### src/rtl/wu_pkg.sv
// Shared definitions for the delta_calc / WeightUpdate pair.
//   W, FRAC, LR_W : datapath width, activation fraction bits, LR shift width
//   state_t       : delta_calc controller states
//   sat_w()       : scale a 2W-bit product down and clamp it to W bits
package wu_pkg;

    localparam int W    = 10;
    localparam int FRAC = 5;
    localparam int LR_W = 3;

    typedef enum logic [1:0] {
        IDLE = 2'd0,
        MUL  = 2'd1,
        SAT  = 2'd2,
        DONE = 2'd3
    } state_t;

    // Drops FRAC fraction bits plus the learning-rate shift (truncating),
    // then clamps to the largest W-bit magnitude.
    function automatic logic [W-1:0] sat_w(input logic [2*W-1:0] acc,
                                           input logic [LR_W-1:0] lr_shift);
        int              sh;
        logic [2*W-1:0]  r;
        sh = FRAC + int'(lr_shift);
        if (sh >= 2*W) begin
            return '0;
        end
        r = acc >> sh;
        if (|r[2*W-1:W]) begin
            return '1;
        end
        return r[W-1:0];
    endfunction

endpackage

### src/rtl/serial_mul.sv
// LSB-first shift-add multiplier, one multiplier bit per enabled cycle.
//   clk, rst : clock, synchronous active-high reset
//   start    : clears accumulator and bit counter
//   en       : process bit b[cnt] this cycle
//   a, b     : multiplicand / multiplier, held stable by the caller
//   acc      : running 2N-bit product
//   last     : high while the final multiplier bit is being processed
module serial_mul
    import wu_pkg::*;
#(
    parameter int N = W
) (
    input  logic             clk,
    input  logic             rst,
    input  logic             start,
    input  logic             en,
    input  logic [N-1:0]     a,
    input  logic [N-1:0]     b,
    output logic [2*N-1:0]   acc,
    output logic             last
);

    localparam int CW = $clog2(N);

    logic [CW-1:0] cnt;

    assign last = en && (cnt == CW'(N-1));

    always_ff @(posedge clk) begin
        if (rst || start) begin
            acc <= '0;
            cnt <= '0;
        end else if (en) begin
            if (b[cnt]) begin
                acc <= acc + ({{N{1'b0}}, a} << cnt);
            end
            cnt <= cnt + 1'b1;
        end
    end

endmodule

### src/rtl/delta_calc.sv
// Sign-magnitude weight correction for WeightUpdate:
// delta = sat_W((err_mag * act) >> (FRAC + lr_shift)), sign = err_sign unless delta is 0.
//   clk, rst            : clock, synchronous active-high reset
//   in_valid / in_ready : operand handshake (accepted only in IDLE)
//   err_mag, err_sign   : error magnitude and sign (1 = negative)
//   act                 : activation, unsigned Q(W-FRAC).FRAC
//   lr_shift            : learning rate 2^-lr_shift
//   out_valid/out_ready : result handshake
//   delta, sign         : correction, held until the next SAT or reset
//
// state | meaning
// IDLE  | waiting for an operand set, in_ready high
// MUL   | W cycles of serial shift-add
// SAT   | scale, saturate and register delta/sign
// DONE  | result presented until out_ready
module delta_calc
    import wu_pkg::*;
(
    input  logic             clk,
    input  logic             rst,
    input  logic             in_valid,
    output logic             in_ready,
    input  logic [W-1:0]     err_mag,
    input  logic             err_sign,
    input  logic [W-1:0]     act,
    input  logic [LR_W-1:0]  lr_shift,
    output logic             out_valid,
    input  logic             out_ready,
    output logic [W-1:0]     delta,
    output logic             sign
);

    state_t              state;
    logic [W-1:0]        err_mag_reg;
    logic                err_sign_reg;
    logic [W-1:0]        act_reg;
    logic [LR_W-1:0]     lr_reg;
    logic [2*W-1:0]      acc;
    logic                mul_last;
    logic                accept;
    logic [W-1:0]        delta_next;

    assign in_ready   = (state == IDLE);
    assign out_valid  = (state == DONE);
    assign accept     = in_valid && in_ready;
    assign delta_next = sat_w(acc, lr_reg);

    serial_mul #(.N(W)) u_mul (
        .clk   (clk),
        .rst   (rst),
        .start (accept),
        .en    (state == MUL),
        .a     (err_mag_reg),
        .b     (act_reg),
        .acc   (acc),
        .last  (mul_last)
    );

    always_ff @(posedge clk) begin
        if (rst) begin
            state        <= IDLE;
            err_mag_reg  <= '0;
            err_sign_reg <= 1'b0;
            act_reg      <= '0;
            lr_reg       <= '0;
            delta        <= '0;
            sign         <= 1'b0;
        end else begin
            case (state)
                IDLE: begin
                    if (in_valid) begin
                        err_mag_reg  <= err_mag;
                        err_sign_reg <= err_sign;
                        act_reg      <= act;
                        lr_reg       <= lr_shift;
                        state        <= MUL;
                    end
                end
                MUL: begin
                    if (mul_last) begin
                        state <= SAT;
                    end
                end
                SAT: begin
                    delta <= delta_next;
                    // A zero correction never carries a negative sign.
                    sign  <= err_sign_reg && (delta_next != '0);
                    state <= DONE;
                end
                DONE: begin
                    if (out_ready) begin
                        state <= IDLE;
                    end
                end
                default: state <= IDLE;
            endcase
        end
    end

endmodule

### config.mk
export PLATFORM = sky130hd
export DESIGN_NAME = delta_calc
export DESIGN_NICKNAME = d
export VERILOG_FILES = /design/src/rtl/wu_pkg.sv /design/src/rtl/serial_mul.sv /design/src/rtl/delta_calc.sv
export SDC_FILE = /design/constraint.sdc
export NUM_CORES = 1
export LEC_CHECK = 0
export CORE_UTILIZATION = 40
export DETAILED_ROUTE_END_ITERATION = 6
export GPL_TIMING_DRIVEN = 0
export SLEW_MARGIN = 20
export SYNTH_ARGS = -nofsm -noshare
export SYNTH_HDL_FRONTEND = slang
export SYNTH_SLANG_ARGS = --single-unit
### constraint.sdc
create_clock -name clk -period 8.4 [get_ports clk]
set_clock_uncertainty 0.1 [all_clocks]
set_input_delay 1.26 -clock clk [delete_from_list [all_inputs] [get_ports clk]]
set_output_delay 1.26 -clock clk [all_outputs]
set_load 0.005 [all_outputs]
==> flow_metrics.env, run 1 <==
export IMPL_clock_latency_ns=0.35
export IMPL_slew_headroom=0.5671
export IMPL_required_ns=8.54
export IMPL_drc=0
export IMPL_holdPathStages=2
export IMPL_p_per_area_mw_per_mm2=211.2
export IMPL_p_leak_nw=1.995
export IMPL_end_kind="register"
export IMPL_cts_resized=0
export IMPL_postCtsSetupBuffers=0
export IMPL_initial_core_util=0.4107
export IMPL_synth_edf_count=0
export IMPL_dieHeight_um=107.5
export IMPL_core_area_mm2=0.01084
export IMPL_die_area_mm2=0.01156
export IMPL_antenna_found_initial=0
export IMPL_ys_warn_count=0
export IMPL_finalCritPeriodShare=0.4938
export IMPL_synth_cells=545
export IMPL_setup_viol=0
export IMPL_rsz0062_at_grt="false"
export IMPL_tns_ns=0
export IMPL_critPathTopFamily="compound AO/OA/AOI/OAI gates"
export IMPL_synthTopCellsByArea="dfxtp_1, nand2_1, ha_1"
export IMPL_synth_area_per_cell_um2=8.168
export IMPL_syn_area_mm2=0.004452
export IMPL_h_tree_depth=3
export IMPL_n_antenna_cell=0
export IMPL_crit_top_cell="clkbuf_1"
export IMPL_crit_path_start_kind="register"
export IMPL_largest_register="u_mul.acc"
export IMPL_fmax_ghz=0.2411
export IMPL_hold_viol=0
export IMPL_critPathKind="reg -> reg"
export IMPL_hold_ws_ns=0.3523
export IMPL_peakVddDrop_uv=135.2
export IMPL_cts_sinks=61
export IMPL_routedWlPerCell_um=15.90
export IMPL_clk_pin_slew_ns=0.07
export IMPL_wl_mm=11.78
export IMPL_gp_congestion=0.8812
export IMPL_worstMarginPinSlew_ns=0.6330
export IMPL_ios=41
export IMPL_die_x_um=107.5
export IMPL_row_count=38
export IMPL_crit_buf_inv=4
export IMPL_status="complete, no violations"
export IMPL_root_buffer="clkbuf_8"
export IMPL_holdBufCountCts=0
export IMPL_synth_cell_types=59
export IMPL_synthArstFlopShare=0
export IMPL_worstRegToRegCells=14
export IMPL_cp_arrival_ns=4.28
export IMPL_cpMaxStageDelayCell="a2111oi_0"
export IMPL_dpl_hpwl_mm=9.200
export IMPL_io_buffers=40
export IMPL_largest_reg_flops=20
export IMPL_synthToLayoutAreaGrowth_pct=17.26
export IMPL_synth_top_area_share=0.2743
export IMPL_cts_buffers=9
export IMPL_num_vias=4181
export IMPL_clk_path_buf_depth=2
export IMPL_antenna_left=0
export IMPL_layout_drive_gt1_share=0.07820
export IMPL_max_stage_delay_ns=0.61
export IMPL_drtIter0Drc=192
export IMPL_cp_max_fo=10
export IMPL_ys_seq_area_frac=0.2743
export IMPL_layout_nets=650
export IMPL_hold_path_class="reg -> reg"
export IMPL_mappedNetlistNets=599
export IMPL_yosysTopAreaCell="dfxtp_1"
export IMPL_cts_tree="done"
export IMPL_fin_crit_ns=4.148
export IMPL_maxSlewViolCount=0
export IMPL_synth_flop_cell="dfxtp_1"
export IMPL_worst_slack_ns=4.252
export IMPL_post_place_ws_ns=4.427
export IMPL_grt_pass1_wl_mm=19.58
export IMPL_first_global_vias=4042
export IMPL_via_per_inst=5.642
export IMPL_drv_cap=0
export IMPL_cp_depth=14
export IMPL_worstPathCellList="buf_4 > buf_2 > clkbuf_1 > nor2_1 > nand3_1 > a21boi_0 > a21oi_1 > ha_1 > clkbuf_1 > nand4_1 > a2111oi_0 > o32a_1 > xor2_1 > a22o_1"
export IMPL_ys_seq_elements=61
export IMPL_grt_max_degree=11
export IMPL_grt_use_total=0.2159
export IMPL_grt_ovfl_total=0
export IMPL_drt_pass1_iter_count=5
[routing by layer]
layer,vias to the layer above,routed length (um),part of all wire,global-route usage
met2,100,5752,0.49,0.3745
met4,0,249,0.021,0.07926
met1,1962,5378,0.46,0.2661
met3,23,400,0.034,0.03692
li1,2096,-,-,-
met5,-,0,0,0
[through the flow]
step	util	power [mW]	instances	area, um^2
after floorplan	-	0.7020	545	4452
after global placement	0.4638	0.8365	725	5027
after detailed placement	0.4638	0.8483	725	5027
after CTS	0.4815	1.114	741	5220
after global routing	0.4815	1.186	741	5220
final	0.4815	1.103	741	5220
[cell families after synthesis]
group	Yosys count	synth area share
muxes	42	0.1425
buffers and inverters	50	0.05087
xor gates and xnor gates	14	0.02754
DFF	61	0.2743
AOI/OAI and AO/OA	160	0.2369
and+or+nand+nor	192	0.1931
adders and majority gates	26	0.07476
[worst register-to-register path, cell delays in order (launching register included)]
cell and delay [ns]:
dfxtp_1 0.37, buf_4 0.17, buf_2 0.26, clkbuf_1 0.35, nor2_1 0.12, nand3_1 0.10
a21boi_0 0.28, a21oi_1 0.20, ha_1 0.32, clkbuf_1 0.28, nand4_1 0.20, a2111oi_0 0.61
o32a_1 0.37, xor2_1 0.11, a22o_1 0.21
[where the power goes]
part           internal, mW  leakage [nW]  switching (mW)
logic                 0.204          1.40           0.267
registers             0.336         0.496          0.0346
clock network         0.144        0.0964           0.117
[cells in the mapped netlist (7+ instances only)]
library cell  number
a21o_1            10
xnor2_1            8
mux4_2            10
nor2_1            46
a211oi_1          19
o21ai_0           23
nand3_1           15
clkbuf_1          20
dfxtp_1           61
nand4_1            8
a22o_1             7
a21oi_1           59
nand2_1           86
inv_1             13
nor3_1             8
mux2i_1           21
ha_1              25
buf_2              7
and2_1             7
[placed cells by master, fill, tap and decap left out, drive strengths merged, types with 5 or more instances in the layout]
cell	Yosys	final
xnor2	8	8
mux4	15	15
clkdlybuf4s50	0	40
nand2	86	86
nor2	47	47
nand3	15	15
o211ai	5	5
o21a	6	6
a21o	10	10
o21ai	23	23
a22o	7	7
mux2i	21	21
xor2	6	6
dfxtp	61	61
mux2	6	6
nand2b	5	5
a21oi	59	59
a211oi	19	19
nand4	8	8
inv	13	13
ha	25	25
clkbuf	20	32
nor2b	6	6
buf	17	17
nor3	8	8
and2	7	7
[cell type report]
type	count	area (um^2)
clock buffers	12	145.1
plain buffers	37	177.7
repair buffers	40	400.4
fillers	1079	5620
multi-input cells	434	3004
clock inverters	4	47.55
well taps	140	175.2
inverters	13	48.80
flip-flops and latches	61	1221
[path summary, 6_finish.rpt]
| path | from | to | slack, ns |
|---|---|---|---|
| min | act_reg[4] | act_reg[4] | 0.35 |
| min reg2reg | act_reg[4] | act_reg[4] | 0.35 |
| max | u_mul.cnt[0] | u_mul.acc[15] | 4.25 |
| max reg2reg | u_mul.cnt[0] | u_mul.acc[15] | 4.25 |
Power figures use the tool's default switching activity.
==> inputs of run 2 (changes only) <==
clock period = 3.7 ns   (was 8.4 ns; I/O delays follow)
==> flow_metrics.env, run 2 (synthesis results as in run 1) <==
export IMPL_p_per_area_mw_per_mm2=480.4
export IMPL_drtIter0Drc=192
export IMPL_ios=41
export IMPL_cts_sinks=61
export IMPL_worstRegToRegCells=14
export IMPL_hold_path_class="reg -> reg"
export IMPL_antenna_found_initial=0
export IMPL_ff2ff_setup_slack_ns=0.16
export IMPL_layout_drive_gt1_share=0.09380
export IMPL_n_antenna_cell=0
export IMPL_h_tree_depth=3
export IMPL_synthToLayoutAreaGrowth_pct=17.96
export IMPL_row_count=38
export IMPL_core_area_mm2=0.01084
export IMPL_holdBufCountCts=0
export IMPL_power_frac_comb=0.428
export IMPL_cts_buffers=9
export IMPL_p_int_mw=1.565
export IMPL_dieHeight_um=107.5
export IMPL_die_x_um=107.5
export IMPL_root_buffer="clkbuf_8"
export IMPL_grt_pass1_wl_mm=19.71
export IMPL_mostFrequentLayoutCell="nand2_1"
export IMPL_grt_ovfl_total=0
export IMPL_largest_register="u_mul.acc"
export IMPL_grt_max_degree=20
export IMPL_drt_pass1_iter_count=5
export IMPL_initial_core_util=0.4107
export IMPL_io_buffers=40
export IMPL_swShare=0.3795
export IMPL_clk_pin_slew_ns=0.07
export IMPL_instances_no_fill=737
export IMPL_clock_latency_ns=0.35
export IMPL_setup_viol=0
export IMPL_critPathKind="reg -> reg"
export IMPL_wl_mm=11.94
export IMPL_power_frac_seq=0.336
export IMPL_dp_cells=725
export IMPL_status="complete, no violations"
export IMPL_power_switching_mw=0.9575
export IMPL_grt_use_total=0.2173
export IMPL_drc=0
export IMPL_fmax_ghz=0.2829
export IMPL_maxSlewViolCount=0
export IMPL_fin_crit_ns=3.535
export IMPL_crit_path_start_kind="register"
export IMPL_gp_congestion=0.8812
export IMPL_layout_nets=646
export IMPL_peakVddDrop_uv=306.2
export IMPL_fin_util=0.4844
export IMPL_rsz0062_at_grt="false"
export IMPL_antenna_left=0
export IMPL_r2r_end="u_mul.acc[16]"
export IMPL_required_ns=3.84
export IMPL_finalCritPeriodShare=0.9555
export IMPL_clk_path_buf_depth=2
export IMPL_hold_viol=0
export IMPL_p_leak_nw=1.997
export IMPL_drv_cap=0
export IMPL_hold_path_end="act_reg[4]"
export IMPL_worstMarginPinSlew_ns=0.6360
export IMPL_num_vias=4197
export IMPL_largest_reg_flops=20
export IMPL_dpl_hpwl_mm=9.200
export IMPL_postCtsSetupBuffers=0
export IMPL_first_global_vias=4062
export IMPL_cts_tree="done"
export IMPL_cp_arrival_ns=3.67
export IMPL_die_area_mm2=0.01156
export IMPL_hp_start="act_reg[4]"
export IMPL_holdPathStages=2
export IMPL_via_per_inst=5.695
export IMPL_tns_ns=0
export IMPL_end_kind="register"
export IMPL_routedWlPerCell_um=16.20
export IMPL_slew_headroom=0.5751
export IMPL_mostFrequentLayoutCells="nand2_1, dfxtp_1, a21oi_1, nor2_1, clkdlybuf4s50_1"
export IMPL_r2r_start="u_mul.cnt[1]"
export IMPL_cp_max_fo=19
export IMPL_power_share_clock=0.236
-- run 2: cell types whose count changed in the layout (fill, tap and decap cells not counted), moves of 2 or more --
cell      delta
buf_4        -2
dfxtp_1      -2
dfxtp_2      +2
clkbuf_1     -4
clkbuf_2     +2
buf_8        +2
-- run 2: final cells by class --
cell class,instances,area [um^2]
fill,1075,5589
multi-input combinational,434,3032
sequential,61,1224
timing repair buffer,40,400.4
buffer,33,178.9
tap,140,175.2
clock buffer,12,145.1
inverter,13,48.80
clock inverter,4,47.55
-- run 2: worst max-delay path, cell delays in order, from the launching register on --
cell and delay [ns]:
dfxtp_2 0.39, buf_8 0.19, mux2i_2 0.25, nor2_1 0.08, a31oi_2 0.24, o21ai_0 0.17, nand2_1 0.11, o21ai_0 0.15
ha_1 0.32, clkbuf_1 0.19, nor2b_1 0.18, a311o_1 0.31, a21o_1 0.18, or3_1 0.30, a32o_1 0.25
-- run 2: worst max-delay path by stage --
stage | from | end | slack (ns)
3_3_place_gp | u_mul.cnt[0] | u_mul.acc[15] | -0.27
4_1_cts | u_mul.cnt[1] | u_mul.acc[16] | 0.04
5_1_grt | u_mul.cnt[1] | u_mul.acc[16] | 0.004
3_5_place_dp | u_mul.cnt[1] | u_mul.acc[15] | -0.27
6_report | u_mul.cnt[1] | u_mul.acc[16] | 0.16
2_1_floorplan | u_mul.cnt[0] | u_mul.acc[16] | 0.31
-- run 2: repair_timing --
action | CTS | global route
cloned | 0 | 0
endpoints found under the setup margin | 7 | 8
pin swaps | 0 | 1
gates resized for setup | 5 | 11
endpoints found under the hold margin | 0 | 0
-- run 2: per-stage QoR --
| stage | power [mW] | hold WS [ns] | worst slack (ns) | area [um^2] |
|---|---|---|---|---|
| floorplan | 1.594 | 0.3318 | 0.3064 | 4452 |
| global placement | 1.899 | 0.3437 | -0.2692 | 5027 |
| detailed placement | 1.926 | 0.3490 | -0.2729 | 5027 |
| CTS | 2.524 | 0.3585 | 0.04072 | 5223 |
| global route | 2.708 | 0.3831 | 0.003751 | 5251 |
| finish | 2.523 | 0.3524 | 0.1647 | 5251 |
-- run 2: metal layers --
metal  routed length [um]  vias up  global-route usage
met5                    0        -                   0
met4                  255        0             0.07926
met3                  446       25             0.03692
met2                 5876      102              0.3814
met1                 5360     1978              0.2646
li1                     -     2092                   -
-- run 2: power groups by stage --
stage	logic (mW)	clock network, mW	registers [mW]
2_1_floorplan	0.755	0	0.839
5_1_grt	1.21	0.639	0.859
4_1_cts	1.07	0.613	0.841
3_3_place_gp	1.05	0	0.851
3_5_place_dp	1.07	0	0.855
6_report	1.08	0.596	0.847
==> inputs of run 3 (changes only) <==
SKIP_CTS_REPAIR_TIMING = 1   (was default)
==> flow_metrics.env, run 3 (synthesis results as in run 1) <==
export IMPL_grt_ovfl_total=0
export IMPL_hold_path_class="reg -> reg"
export IMPL_mostFrequentLayoutCell="nand2_1"
export IMPL_die_x_um=107.5
export IMPL_critPathTopFamily="compound AO/OA/AOI/OAI gates"
export IMPL_dpl_hpwl_mm=9.200
export IMPL_slew_headroom=0.5751
export IMPL_end_kind="register"
export IMPL_drt_pass1_iter_count=5
export IMPL_ff2ff_setup_slack_ns=0.16
export IMPL_setup_worst_path_start="u_mul.cnt[1]"
export IMPL_drtIter0Drc=218
export IMPL_wl_mm=11.96
export IMPL_fin_crit_ns=3.540
export IMPL_fin_util=0.4888
export IMPL_grt_pass1_wl_mm=19.58
export IMPL_layout_nets=650
export IMPL_synthToLayoutAreaGrowth_pct=19.03
export IMPL_dieHeight_um=107.5
export IMPL_clk_pin_slew_ns=0.07
export IMPL_worstPathCellList="buf_6 > clkbuf_4 > a211oi_1 > a21oi_1 > mux2_2 > nand2_1 > o21ai_0 > ha_1 > a21oi_2 > a21boi_0 > a211oi_2 > buf_4 > a21oi_2 > or3_1 > a32o_1"
export IMPL_ios=41
export IMPL_num_vias=4215
export IMPL_initial_core_util=0.4107
export IMPL_cpMaxStageDelayCell="ha_1"
export IMPL_tns_ns=0
export IMPL_layout_drive_gt1_share=0.1082
export IMPL_row_count=38
export IMPL_clock_latency_ns=0.34
export IMPL_drc=0
export IMPL_largest_register="u_mul.acc"
export IMPL_hp_start="act_reg[4]"
export IMPL_worstMarginPinSlew_ns=0.6361
export IMPL_dpl_instance_area_mm2=0.005027
export IMPL_dp_cells=725
export IMPL_n_antenna_cell=0
export IMPL_fmax_ghz=0.2825
export IMPL_crit_top_cell="a21oi_2"
export IMPL_grt_use_total=0.2159
export IMPL_worst_slack_ns=0.1596
export IMPL_die_area_mm2=0.01156
export IMPL_critPathKind="reg -> reg"
export IMPL_hold_viol=0
export IMPL_largest_reg_flops=20
export IMPL_status="complete, no violations"
export IMPL_via_per_inst=5.688
export IMPL_peakVddDrop_uv=306.4
export IMPL_routedWlPerCell_um=16.14
export IMPL_setup_viol=0
export IMPL_cts_buffers=9
export IMPL_worstRegToRegCells=15
export IMPL_holdPathStages=2
export IMPL_clk_path_buf_depth=2
export IMPL_crit_path_start_kind="register"
export IMPL_rsz0062_at_grt="false"
export IMPL_fillers=1076
export IMPL_cp_arrival_ns=3.67
export IMPL_crit_buf_inv=3
export IMPL_instances_no_fill=741
export IMPL_p_leak_nw=2.008
export IMPL_first_global_vias=4042
export IMPL_finalCritPeriodShare=0.9569
export IMPL_h_tree_depth=3
export IMPL_post_place_ws_ns=-0.2729
export IMPL_antenna_found_initial=0
export IMPL_required_ns=3.83
export IMPL_grt_max_degree=11
export IMPL_design_area_mm2=0.005299
export IMPL_p_per_area_mw_per_mm2=477.6
export IMPL_cp_depth=15
export IMPL_maxSlewViolCount=0
export IMPL_root_buffer="clkbuf_8"
export IMPL_cts_sinks=61
export IMPL_drv_cap=0
export IMPL_core_area_mm2=0.01084
export IMPL_gp_congestion=0.8812
export IMPL_max_stage_delay_ns=0.39
export IMPL_antenna_left=0
export IMPL_r2r_end="u_mul.acc[16]"
export IMPL_r2r_start="u_mul.cnt[1]"
export IMPL_io_buffers=40
export IMPL_cp_max_fo=10
export IMPL_mostFrequentLayoutCells="nand2_1, dfxtp_1, a21oi_1, nor2_1, clkdlybuf4s50_1"
export IMPL_cts_tree="done"
export IMPL_hold_path_end="act_reg[4]"
[run 3: cell count changes in the layout (fill, tap and decap cells not counted), moves of 3 or more]
cell     before  now
buf_4         1    5
a21oi_1      58   55
a21oi_2       1    4
ha_1         24   21
ha_2          1    4
[run 3: worst max path at each step]
stage | endpoint | slack, ns
3_5_place_dp | u_mul.acc[15] | -0.27
5_1_grt | u_mul.acc[16] | 0.001
2_1_floorplan | u_mul.acc[16] | 0.31
3_3_place_gp | u_mul.acc[15] | -0.27
4_1_cts | u_mul.acc[15] | -0.32
6_report | u_mul.acc[16] | 0.16
[run 3: layout make-up]
cell class	instances	area, um^2	area share
clock inverter	4	47.55	0.008973
timing repair buffer	43	422.9	0.07981
buffer	34	183.9	0.03471
multi-input combinational	434	3054	0.5764
inverter	13	48.80	0.009209
sequential	61	1221	0.2305
tap	140	175.2	0.03306
clock buffer	12	145.1	0.02739
[run 3: metrics by stage]
step	power [mW]	hold slack, ns
CTS	2.530	0.3585
finish	2.531	0.3523
global placement	1.899	0.3437
detailed placement	1.926	0.3490
floorplan	1.594	0.3318
global route	2.722	0.3831
[run 3: layer usage]
layer	wire [um]	global-route usage	vias to the layer above
met3	412	0.03692	22
met2	5944	0.3745	90
met1	5389	0.2661	2003
met4	214	0.07926	0
met5	0	0	-
li1	-	-	2100
[run 3: power breakdown]
part | switching, mW | leakage (nW) | internal (mW) | total (mW)
sequential | 0.0790 | 0.496 | 0.763 | 0.842
combinational | 0.613 | 1.42 | 0.484 | 1.10
clock | 0.264 | 0.0964 | 0.328 | 0.592
total | 0.956 | 2.01 | 1.57 | 2.53
[run 3: worst min-delay path, cell delays in order, from the launching register on]
cell and delay, ns:
dfxtp_1 0.31, nand2_1 0.05, a21oi_1 0.05
